### src/rtl/systolic_result_drain.sv
// Result drain for three 4x4 systolic arrays (INT x INT, INT x Frac, Frac x INT).
// On a rising edge of done, the combined Q.WIDTH value of every element is captured.
// The 16 values are then streamed row-major over a valid/ready handshake.

// Per-element combine: (sext(int) << WIDTH) + sext(frac1) + sext(frac2) at OUT_W bits
module srd_combine #(
   parameter int WIDTH = 8,
   parameter int OUT_W = 3*WIDTH+1
) (
   input  logic [2*WIDTH-1:0] int_p,
   input  logic [2*WIDTH-1:0] frac1_p,
   input  logic [2*WIDTH-1:0] frac2_p,
   output logic [OUT_W-1:0]   sum
);
   logic [OUT_W-1:0] int_x, frac1_x, frac2_x;

   // Sign-extend every product to the full output width before adding, so no bits are lost
   always_comb begin
      int_x   = {{(OUT_W-2*WIDTH){int_p[2*WIDTH-1]}},   int_p};
      frac1_x = {{(OUT_W-2*WIDTH){frac1_p[2*WIDTH-1]}}, frac1_p};
      frac2_x = {{(OUT_W-2*WIDTH){frac2_p[2*WIDTH-1]}}, frac2_p};
      sum     = (int_x << WIDTH) + frac1_x + frac2_x;
   end
endmodule

module systolic_result_drain #(
   parameter int WIDTH = 8,
   parameter int OUT_W = 3*WIDTH+1
) (
   input  logic                    clk,
   input  logic                    _reset,
   input  logic                    done,
   input  logic [16*2*WIDTH-1:0]   res_int,
   input  logic [16*2*WIDTH-1:0]   res_frac1,
   input  logic [16*2*WIDTH-1:0]   res_frac2,
   input  logic                    out_ready,
   input  logic                    clr_overrun,
   output logic                    out_valid,
   output logic [OUT_W-1:0]        out_data,
   output logic [1:0]              out_row,
   output logic [1:0]              out_col,
   output logic                    out_last,
   output logic                    frame_done,
   output logic                    busy,
   output logic                    overrun
);
   typedef enum logic {IDLE = 1'b0, STREAM = 1'b1} state_t;

   state_t                    state, state_d;
   logic [3:0]                idx, idx_d;
   logic                      done_q;
   logic                      rise;
   logic                      capture;
   logic                      set_ovr;
   logic                      frame_done_d;
   logic [15:0][OUT_W-1:0]    comb_val;
   logic [15:0][OUT_W-1:0]    frame_buf;

   assign rise = done & ~done_q;

   for (genvar e = 0; e < 16; e++) begin : g_elem
      srd_combine #(.WIDTH(WIDTH), .OUT_W(OUT_W)) u_comb (
         .int_p   (res_int  [e*2*WIDTH +: 2*WIDTH]),
         .frac1_p (res_frac1[e*2*WIDTH +: 2*WIDTH]),
         .frac2_p (res_frac2[e*2*WIDTH +: 2*WIDTH]),
         .sum     (comb_val[e])
      );
   end

   // Next-state logic: a rise in IDLE captures; a rise in STREAM (including the last beat) is dropped
   always_comb begin
      state_d      = state;
      idx_d        = idx;
      capture      = 1'b0;
      set_ovr      = 1'b0;
      frame_done_d = 1'b0;
      case (state)
         IDLE: begin
            if (rise) begin
               capture = 1'b1;
               idx_d   = 4'd0;
               state_d = STREAM;
            end
         end
         STREAM: begin
            if (rise) set_ovr = 1'b1;
            if (out_ready) begin
               idx_d = idx + 4'd1;
               if (idx == 4'd15) begin
                  state_d      = IDLE;
                  frame_done_d = 1'b1;
               end
            end
         end
         default: state_d = IDLE;
      endcase
   end

   // State, index, edge detect, completion pulse and sticky overrun (set beats clear)
   always_ff @(posedge clk) begin
      if (_reset) begin
         state      <= IDLE;
         idx        <= 4'd0;
         done_q     <= 1'b0;
         frame_done <= 1'b0;
         overrun    <= 1'b0;
      end else begin
         state      <= state_d;
         idx        <= idx_d;
         done_q     <= done;
         frame_done <= frame_done_d;
         if (set_ovr)          overrun <= 1'b1;
         else if (clr_overrun) overrun <= 1'b0;
      end
   end

   // Frame buffer holds the captured values; it is never read outside STREAM so it needs no reset
   always_ff @(posedge clk) begin
      if (!_reset && capture) frame_buf <= comb_val;
   end

   // Outputs come straight from state and index, so they hold while stalled and read zero when idle
   always_comb begin
      out_valid = (state == STREAM);
      busy      = (state != IDLE);
      out_data  = '0;
      out_row   = 2'd0;
      out_col   = 2'd0;
      out_last  = 1'b0;
      if (out_valid) begin
         out_data = frame_buf[idx];
         out_row  = idx[3:2];
         out_col  = idx[1:0];
         out_last = (idx == 4'd15);
      end
   end
endmodule

### config.mk
export PLATFORM = sky130hd
export DESIGN_NAME = systolic_result_drain
export DESIGN_NICKNAME = d
export VERILOG_FILES = /design/src/rtl/systolic_result_drain.sv
export SDC_FILE = /design/constraint.sdc
export NUM_CORES = 2
export LEC_CHECK = 0
export CAP_MARGIN = 20
export CORE_AREA = 2 2 313 315
export DETAILED_ROUTE_END_ITERATION = 10
export DIE_AREA = 0 0 315 317
export GPL_ROUTABILITY_DRIVEN = 0
export PLACE_DENSITY = 0.79
export SYNTH_ARGS = -nofsm -noshare
export SYNTH_HDL_FRONTEND = slang
export SYNTH_SLANG_ARGS = --single-unit
### constraint.sdc
create_clock -name clk -period 57.7 [get_ports clk]
set_clock_uncertainty 0.2 [all_clocks]
set_input_delay 5.77 -clock clk [delete_from_list [all_inputs] [get_ports clk]]
set_output_delay 5.77 -clock clk [all_outputs]
set_load 0.01 [all_outputs]
==> impl_metrics.ini <==
[status]
outcome = finished, final reports clean

[floorplan]
initial_core_util = 0.4166
fp.dieW_um = 315
dieHeight_um = 317
io_pins = 807
fp.coreArea_mm2 = 0.09628
fp.dieArea_mm2 = 0.09986
rows = 114

[sta]
maxSlewViolCount = 0
relSlewSlack = 0.2608
grt_setup_unrepaired = false
hold_violations = 0
worst_slew_pin_slew_ns = 1.099
period_share = 0.1772
setup_tns_ns = 0
setup_viol = 0
fin_crit_ns = 10.22
max_freq_mhz = 97.81

[routing]
wl_per_cell_um = 25.54
dr.pass1.iters = 6
drtIter0Drc = 3321
viasPerCell = 5.878
vias = 33170
drc_errors = 0
drt-total-wl_um = 144200
drtAntennaViolNets = 0

[pwr]
vdd_drop_max_mv = 0.01864
p_comb_frac = 0.466
power_frac_seq = 0.301
p_leak_nw = 20.24
total_power_mw = 1.315
swShare = 0.3633
internal_power_mw = 0.8372
power_density_mw_per_mm2 = 25.68
clockPowerShare = 0.233
netSwitchingPower_mw = 0.4776

[logic_synthesis]
postSynthCellCount = 3527
avgSynthCellArea_um2 = 11.37
syn-num-nets = 5069
syn_area_mm2 = 0.04011
postSynth.asyncResetShare = 0
synth_top_cell_by_area = edfxtp_1
ys_types = 82
ys_seq_elements = 408
synth_ff_type = edfxtp_1
synth_top_area_share = 0.2995
yosys_warnings = 0
yosys-top-cells-area = edfxtp_1 (30%), ha_1 (16%), fa_1 (14%), mux4_2 (7.0%), xnor2_1 (4.5%)
synth-edff-count = 400
synth-seq-area-share = 0.3035

[job]
cap_violations = 0

[clocking]
cts_tree = built
clkSinkCount = 408
clock_path_buffers = 3
cts_hold_buf = 0
path_clk_slew_ns = 0.06
htree_levels = 2
cts_resized = 0
root_buffer = clkbuf_16
cts_setup_buffers = 0
cts_buffers = 45
insertion_delay_ns = 0.57

[place]
dp.cells = 5550
dp_hpwl_um = 122300
place.port_buffers = 806

[layout]
fin_cells = 5644
area_growth_pct = 27.65
final_nets = 5864
drive_gt1_frac = 0.05782
nFillCells = 8191
mostFrequentLayoutCell = clkdlybuf4s50_1
mostFrequentLayoutCells = clkdlybuf4s50_1 (806), ha_1 (497), edfxtp_1 (400)
final_core_util = 0.5317

[critical_path]
path_buf_inv = 2
crit_top_cell = mux4_2
slowest_delay_ns = 0.81
cp-end-kind = primary output
crit_path_top_delay_cell = buf_4
path_delay_family = buffers and inverters
crit_arrival_ns = 4.25
path_class = reg -> out
path_cells = buf_4, mux4_2, mux4_2, and2_1, clkdlybuf4s50_1
crit_path_start_kind = flop
cp.required_ns = 51.73
cp_max_fo = 45

[global_route]
track_usage = 0.2813
grt_pass1_wl_um = 206500
antenna_found_initial = 21
grt_max_degree = 80
grt_pass1_vias = 32670
grt_overflow = 0

[hold_path]
hp-class = reg -> reg
routing by layer:
| metal | global-route usage | wire length (um) | vias to the layer above |
|---|---|---|---|
| li1 | - | - | 14960 |
| met1 | 0.3665 | 56620 | 16140 |
| met2 | 0.4598 | 67060 | 1755 |
| met3 | 0.04930 | 12990 | 313 |
| met4 | 0.1260 | 7456 | 6 |
| met5 | 0 | 41 | - |
kinds of logic (layout without fill, tap and decap cells):
group	count (synthesis)	after routing	share of synthesized area
AND/OR/NAND/NOR	766	766	0.09278
other	0	10	0
adder cells (fa/ha/maj)	769	769	0.2908
flip-flops	408	408	0.3035
XOR/XNOR	314	314	0.06857
AO/OA/AOI/OAI	914	914	0.1514
buffers and inverters	226	1057	0.02143
multiplexers	130	130	0.07147
power by group through the flow:
stage	Clock, mW	Sequential (mW)	Combinational (mW)
3_5_place_dp	0	0.402	0.601
4_1_cts	0.313	0.396	0.606
3_3_place_gp	0	0.401	0.590
5_1_grt	0.322	0.397	0.665
2_1_floorplan	0	0.405	0.386
6_report	0.307	0.396	0.612
area by class of cell:
cell class              count  area [um^2]  share of cell area
multi-input cells        2893        27080              0.5289
flip-flops and latches    408        12180              0.2379
repair buffers            819         8165              0.1595
well taps                1276         1597             0.03118
clock buffers              53         1197             0.02339
inverters                 155        581.8             0.01136
clock inverters            30        369.1            0.007210
diodes                     10        25.02           0.0004888
sequential cells by signal, summed over array words and instances (netlist names):
name	flops
frame_done	1
busy	1
idx	4
overrun	1
done_q	1
frame_buf	400
worst min-delay path: stages, from the launching register on:
cell     delay (ns)
dfxtp_2        0.37
a21oi_1        0.14
nor2_1         0.05
final timing paths:
kind	from	end	slack, ns	depth (start not counted)
max	idx[0]	out_data[8]	47.48	5
min reg2reg	idx[3]	idx[3]	0.40	2
min	idx[3]	idx[3]	0.40	2
max reg2reg	busy	frame_buf[50]	53.67	5
per-stage QoR:
stage / cell area (um^2) / hold WS (ns) / setup slack, ns
global placement: 49600 / 0.3776 / 47.54
detailed placement: 49600 / 0.3912 / 47.61
CTS: 51160 / 0.3978 / 47.38
floorplan: 40110 / 0.3600 / 20.91
finish: 51200 / 0.3971 / 47.48
global route: 51190 / 0.4187 / 47.26
synthesized netlist by cell type, drive strengths merged (11+ instances only):
| library cell | instances |
|---|---|
| a21oi | 263 |
| a2111oi | 11 |
| o31ai | 24 |
| xor2 | 108 |
| nor2b | 29 |
| inv | 155 |
| clkbuf | 62 |
| or3 | 18 |
| or2 | 13 |
| a21o | 151 |
| a211oi | 40 |
| o21bai | 37 |
| edfxtp | 400 |
| nand2 | 163 |
| nand3 | 78 |
| nor2 | 210 |
| nand4 | 31 |
| fa | 272 |
| mux4 | 125 |
| o21a | 43 |
| and2 | 48 |
| a31oi | 41 |
| ha | 497 |
| nor3 | 73 |
| and3 | 40 |
| o31a | 11 |
| nand2b | 31 |
| o21ai | 149 |
| o211ai | 23 |
| xnor2 | 206 |
No activity file was read; power rests on OpenSTA's default activity.
